$ cat config.mk
export PLATFORM = sky130hd
export DESIGN_NAME = gen_demux2_reg
export DESIGN_NICKNAME = d
export VERILOG_FILES = /design/src/rtl/gen_demux_pkg.sv /design/src/rtl/gen_demux_slot.sv /design/src/rtl/gen_demux2_reg.sv
export SDC_FILE = /design/constraint.sdc
export NUM_CORES = 1
export LEC_CHECK = 0
export CAP_MARGIN = 15
export CORE_AREA = 5 5 42 44
export DETAILED_ROUTE_END_ITERATION = 16
export DIE_AREA = 0 0 47 49
export PLACE_DENSITY_LB_ADDON = 0.2
export SYNTH_ARGS = -nofsm -noshare
export SYNTH_HDL_FRONTEND = slang
export SYNTH_SLANG_ARGS = --single-unit
$ cat constraint.sdc
create_clock -name clk -period 2.1 [get_ports clk]
set_clock_uncertainty 0.1 [all_clocks]
set_input_delay 0.42 -clock clk [delete_from_list [all_inputs] [get_ports clk]]
set_output_delay 0.42 -clock clk [all_outputs]
set_load 0.01 [all_outputs]
$ cat src/rtl/gen_demux_pkg.sv
// Shared types and constants for the registered stream demultiplexer family.
// Holds the lock-state encoding, route constants and the route-to-lock helper.
package gen_demux_pkg;

    typedef enum logic [1:0] {
        IDLE  = 2'd0,
        LOCK0 = 2'd1,
        LOCK1 = 2'd2
    } state_t;

    localparam logic ROUTE_OUT0 = 1'b0;
    localparam logic ROUTE_OUT1 = 1'b1;

    // Lock state entered when a multi-beat packet starts on the given route.
    function automatic state_t lock_state(input logic route);
        return (route == ROUTE_OUT1) ? LOCK1 : LOCK0;
    endfunction

endpackage

$ cat src/rtl/gen_demux_slot.sv
// One-entry register stage for {data, last} with a valid flag.
// A load wins over a drain in the same cycle, so valid stays set with the new beat.
module gen_demux_slot #(
    parameter int unsigned WIDTH = 1
) (
    input  logic             clk,
    input  logic             reset_n,
    input  logic             load,
    input  logic [WIDTH-1:0] in_data,
    input  logic             in_last,
    input  logic             out_ready,
    output logic             out_valid,
    output logic [WIDTH-1:0] out_data,
    output logic             out_last
);

    always_ff @(posedge clk or negedge reset_n) begin
        if (!reset_n) begin
            out_valid <= 1'b0;
            out_data  <= '0;
            out_last  <= 1'b0;
        end else if (load) begin
            out_valid <= 1'b1;
            out_data  <= in_data;
            out_last  <= in_last;
        end else if (out_valid && out_ready) begin
            out_valid <= 1'b0;
        end
    end

endmodule

$ cat src/rtl/gen_demux2_reg.sv
// Registered 1-to-2 stream demultiplexer with packet-level route locking.
// The FSM pins the route for the remainder of a packet once its first beat is accepted.
module gen_demux2_reg
    import gen_demux_pkg::*;
#(
    parameter int unsigned WIDTH = 1
) (
    input  logic             clk,
    input  logic             reset_n,
    input  logic             in_valid,
    output logic             in_ready,
    input  logic [WIDTH-1:0] in_data,
    input  logic             in_last,
    input  logic             in_sel,
    output logic             out0_valid,
    input  logic             out0_ready,
    output logic [WIDTH-1:0] out0_data,
    output logic             out0_last,
    output logic             out1_valid,
    input  logic             out1_ready,
    output logic [WIDTH-1:0] out1_data,
    output logic             out1_last,
    output logic             busy
);

    state_t state_q;
    state_t state_d;
    logic   route;
    logic   accept;
    logic   load0;
    logic   load1;
    logic   route_valid;
    logic   route_ready;

    always_comb begin
        route = in_sel;
        unique case (state_q)
            IDLE:    route = in_sel;
            LOCK0:   route = ROUTE_OUT0;
            LOCK1:   route = ROUTE_OUT1;
            default: route = in_sel;
        endcase
    end

    // in_ready depends only on slot occupancy and the routed downstream ready.
    always_comb begin
        route_valid = (route == ROUTE_OUT1) ? out1_valid : out0_valid;
        route_ready = (route == ROUTE_OUT1) ? out1_ready : out0_ready;
        in_ready    = reset_n && (!route_valid || route_ready);
    end

    assign accept = in_valid && in_ready;
    assign load0  = accept && (route == ROUTE_OUT0);
    assign load1  = accept && (route == ROUTE_OUT1);

    always_comb begin
        state_d = state_q;
        unique case (state_q)
            IDLE: begin
                if (accept && !in_last) begin
                    state_d = lock_state(in_sel);
                end
            end
            LOCK0, LOCK1: begin
                if (accept && in_last) begin
                    state_d = IDLE;
                end
            end
            default: state_d = IDLE;
        endcase
    end

    always_ff @(posedge clk or negedge reset_n) begin
        if (!reset_n) begin
            state_q <= IDLE;
        end else begin
            state_q <= state_d;
        end
    end

    assign busy = (state_q != IDLE);

    gen_demux_slot #(
        .WIDTH (WIDTH)
    ) u_slot0 (
        .clk       (clk),
        .reset_n   (reset_n),
        .load      (load0),
        .in_data   (in_data),
        .in_last   (in_last),
        .out_ready (out0_ready),
        .out_valid (out0_valid),
        .out_data  (out0_data),
        .out_last  (out0_last)
    );

    gen_demux_slot #(
        .WIDTH (WIDTH)
    ) u_slot1 (
        .clk       (clk),
        .reset_n   (reset_n),
        .load      (load1),
        .in_data   (in_data),
        .in_last   (in_last),
        .out_ready (out1_ready),
        .out_valid (out1_valid),
        .out_data  (out1_data),
        .out_last  (out1_last)
    );

endmodule

==> results.md <==
* Routed Antenna Nets at 0
* Die Y at ~49 um
* Final Hold Vio Count at 0
* Total Wirelength at ~1100 um
* DR iter-0 viols at 10
* TritonCTS clock tree: built
* Sequential share of the synthesized area at 46.8%
* WL met3 at roughly 87 um
* Total CTS buffers at 3
* Setup ws final at -0.0656 ns
* Final core occ at a little over half
* Initial Util at between 30% and 40%
* Peak fanout along the critical path at 2
* CP Cell Sequence: inv_2, ha_4, mux2i_4, mux2i_2, nor2_1, buf_2
* Final Critical Period at 2.17 ns
* Worst setup SP type: flop
* Yosys warns at 0
* Total number of vias at approximately 400
* Row count at 14
* Most frequent cells in the layout: clkdlybuf4s50_1 (14), buf_4 (12), dfrtp_1 (8)
* Largest cells by area after synthesis: dfrtp_1 (47%), mux2_2 (11%), o211ai_1 (7.0%)
* DRC Markers at 0
* Worst hold margin at 0.409 ns
* Tot GR Track Use at approximately a tenth
* Cell Area, Synth at roughly 430 um^2
* Cts hold-fix bufs at 0
* Critical path class: reg2out
* Crit-path max cell delay at 0.36 ns
* DR vias/cell at around 4.7
* Worst-skew pair later-pin latency at 0.25 ns
* WL/cell at around 12 um
* Area Growth Syn to Fin at 72.5%
* Worst EP arrival at approximately 1.7 ns
* Fmax at between 0.4 and 0.5 GHz
* Max Slew Vio Count at 0
* Commonest non-fill, non-tap cell in the layout: clkdlybuf4s50_1
* Failing checks: negative setup slack
* Post-DP HPWL at between 800 and 900 um
* Initial antenna violation count at 0
* Net count after synthesis at 51
* Setup-failing EPs final at 1
* First-pass GRT wire length at about 1700 um
* Slowest-stage cell, CP: dfrtp_1
* #FFs+latches synth at 8
* Ports at 16
* Top Metal Used: met3
* Share of cells above drive strength 1 at between 30% and 40%
* Gate Count Post-Synth at between 40 and 50
* CTS sink cnt at 8
* Max_slew headroom at between 80% and 90%
* Total grt overflow at 0
* Worst-Margin Slew at 0.233 ns
* Wire length on met1 at 525 um
* Initial DRT Pass Iterations at 4
* CP Capture Type: output pin
* Final critical-path share of the clock period at 103%
* Vias in the first global route at 388
* Leakage Power at 0.319 nW
* Worst hold path type: reg2reg
* DR WL met2 at 443 um
* Die area at 2300 um^2
* Htree depth at 1
* PortBufs at 15
* CTS Buffer Depth at 2
* Synth Area per Inst at between 10 and 15 um^2
* Synth top area share at 46.8%
* Worst Path Required at roughly 1.6 ns
* Largest net degree at the start of global routing at 12
* Core Box Area at approximately 1400 um^2
* Maxcap violations at 0
* Maximum VDD drop at between 0.5 and 0.6 mV
* Pwr/cell area at 1300 nW/um^2
* RSZ-0062 raised after global routing: yes
* Cell variety after synth at 17
* Die Span X at around 47 um
* CTS clk-pin slew, worst paths at 0.05 ns
* Diodes inserted at 0
* Gp weighted congestion at 0.689
* Synth area leader: dfrtp_1
* Status: finished, violations left
* Final net count at 83
* Clk Tree Root Cell: clkbuf_4
[power by group]
group,internal [mW],switching (mW)
registers,0.219,0.0310
logic,0.363,0.230
clock network,0.0653,0.0500
[final timing paths]
| check | start | endpoint | slack (ns) | depth (start not counted) |
|---|---|---|---|---|
| min reg2reg | u_slot1.out_last | u_slot1.out_last | 0.41 | 1 |
| max reg2reg | state_q[0] | u_slot1.out_data | 0.17 | 7 |
| min in group asynchronous | reset_n | u_slot0.out_last | 0.42 | 2 |
| min | u_slot1.out_last | u_slot1.out_last | 0.41 | 1 |
| max | state_q[0] | in_ready | -0.07 | 6 |
| max in group asynchronous | reset_n | u_slot0.out_data | 1.34 | 2 |
[area by class of cell]
cell class	count	area (um^2)
flip-flops and latches	8	200
fillers	134	663
well taps	16	20.0
inverters	4	15.0
clock buffers	3	22.5
multi-input cells	29	245
repair buffers	27	235
[state kept, by name (all words and copies together) (netlist names)]
register / count
u_slot1.out_valid: 1
u_slot1.out_last: 1
u_slot0.out_last: 1
u_slot0.out_valid: 1
u_slot1.out_data: 1
state_q: 2
u_slot0.out_data: 1
[layer usage]
| metal | up-vias | track usage, % |
|---|---|---|
| met5 | - | 0 |
| met4 | 0 | 2.76 |
| met3 | 0 | 2.58 |
| met2 | 14 | 13.3 |
| met1 | 182 | 14.6 |
| li1 | 209 | - |
[worst max-delay path, delay by kind of cell (launching register included)]
family / cells / cell delay [ns]
mux: 2 / 0.51
fa+ha+maj: 1 / 0.28
simple gates: 1 / 0.06
flops: 1 / 0.36
buf+inv: 2 / 0.20
[through the flow]
| stage | TNS [ns] | power, mW | worst slack [ns] | cells | cell area (um^2) |
|---|---|---|---|---|---|
| floorplan | 0 | 0.482 | 0.0688 | 41 | 428 |
| global placement | -0.249 | 0.755 | -0.249 | 83 | 681 |
| detailed placement | -0.297 | 0.758 | -0.261 | 83 | 681 |
| CTS | -0.0543 | 0.928 | -0.0543 | 87 | 721 |
| global route | -0.137 | 1.03 | -0.137 | 87 | 738 |
| finish | -0.0656 | 0.958 | -0.0656 | 87 | 738 |
[logic make-up (layout without fill, tap and decap cells)]
group | count (synthesis) | after routing | share of synthesized area (%)
AO/OA/AOI/OAI | 5 | 5 | 8.19
adder cells (fa/ha/maj) | 2 | 2 | 5.85
buffers and inverters | 4 | 34 | 3.51
flip-flops | 8 | 8 | 46.8
multiplexers | 6 | 6 | 16.1
AND/OR/NAND/NOR | 16 | 16 | 19.6
[cell usage after synthesis]
cell type  count
nor3b_1        1
mux2i_1        1
nor2_1         2
dfrtp_1        8
o21ai_0        1
nand2_1        4
ha_1           2
nand3_1        2
or3_1          2
inv_1          4
nand4_1        1
mux2i_2        1
o211ai_1       4
nand2b_1       2
mux2_2         4
nand3b_1       1
nor3_1         1
[timing repair]
item                       in CTS  in global routing
gates resized for setup         7                  3
setup endpoints to repair       1                  2
buffers inserted                1                  0
(Power assumes the default switching activity.)
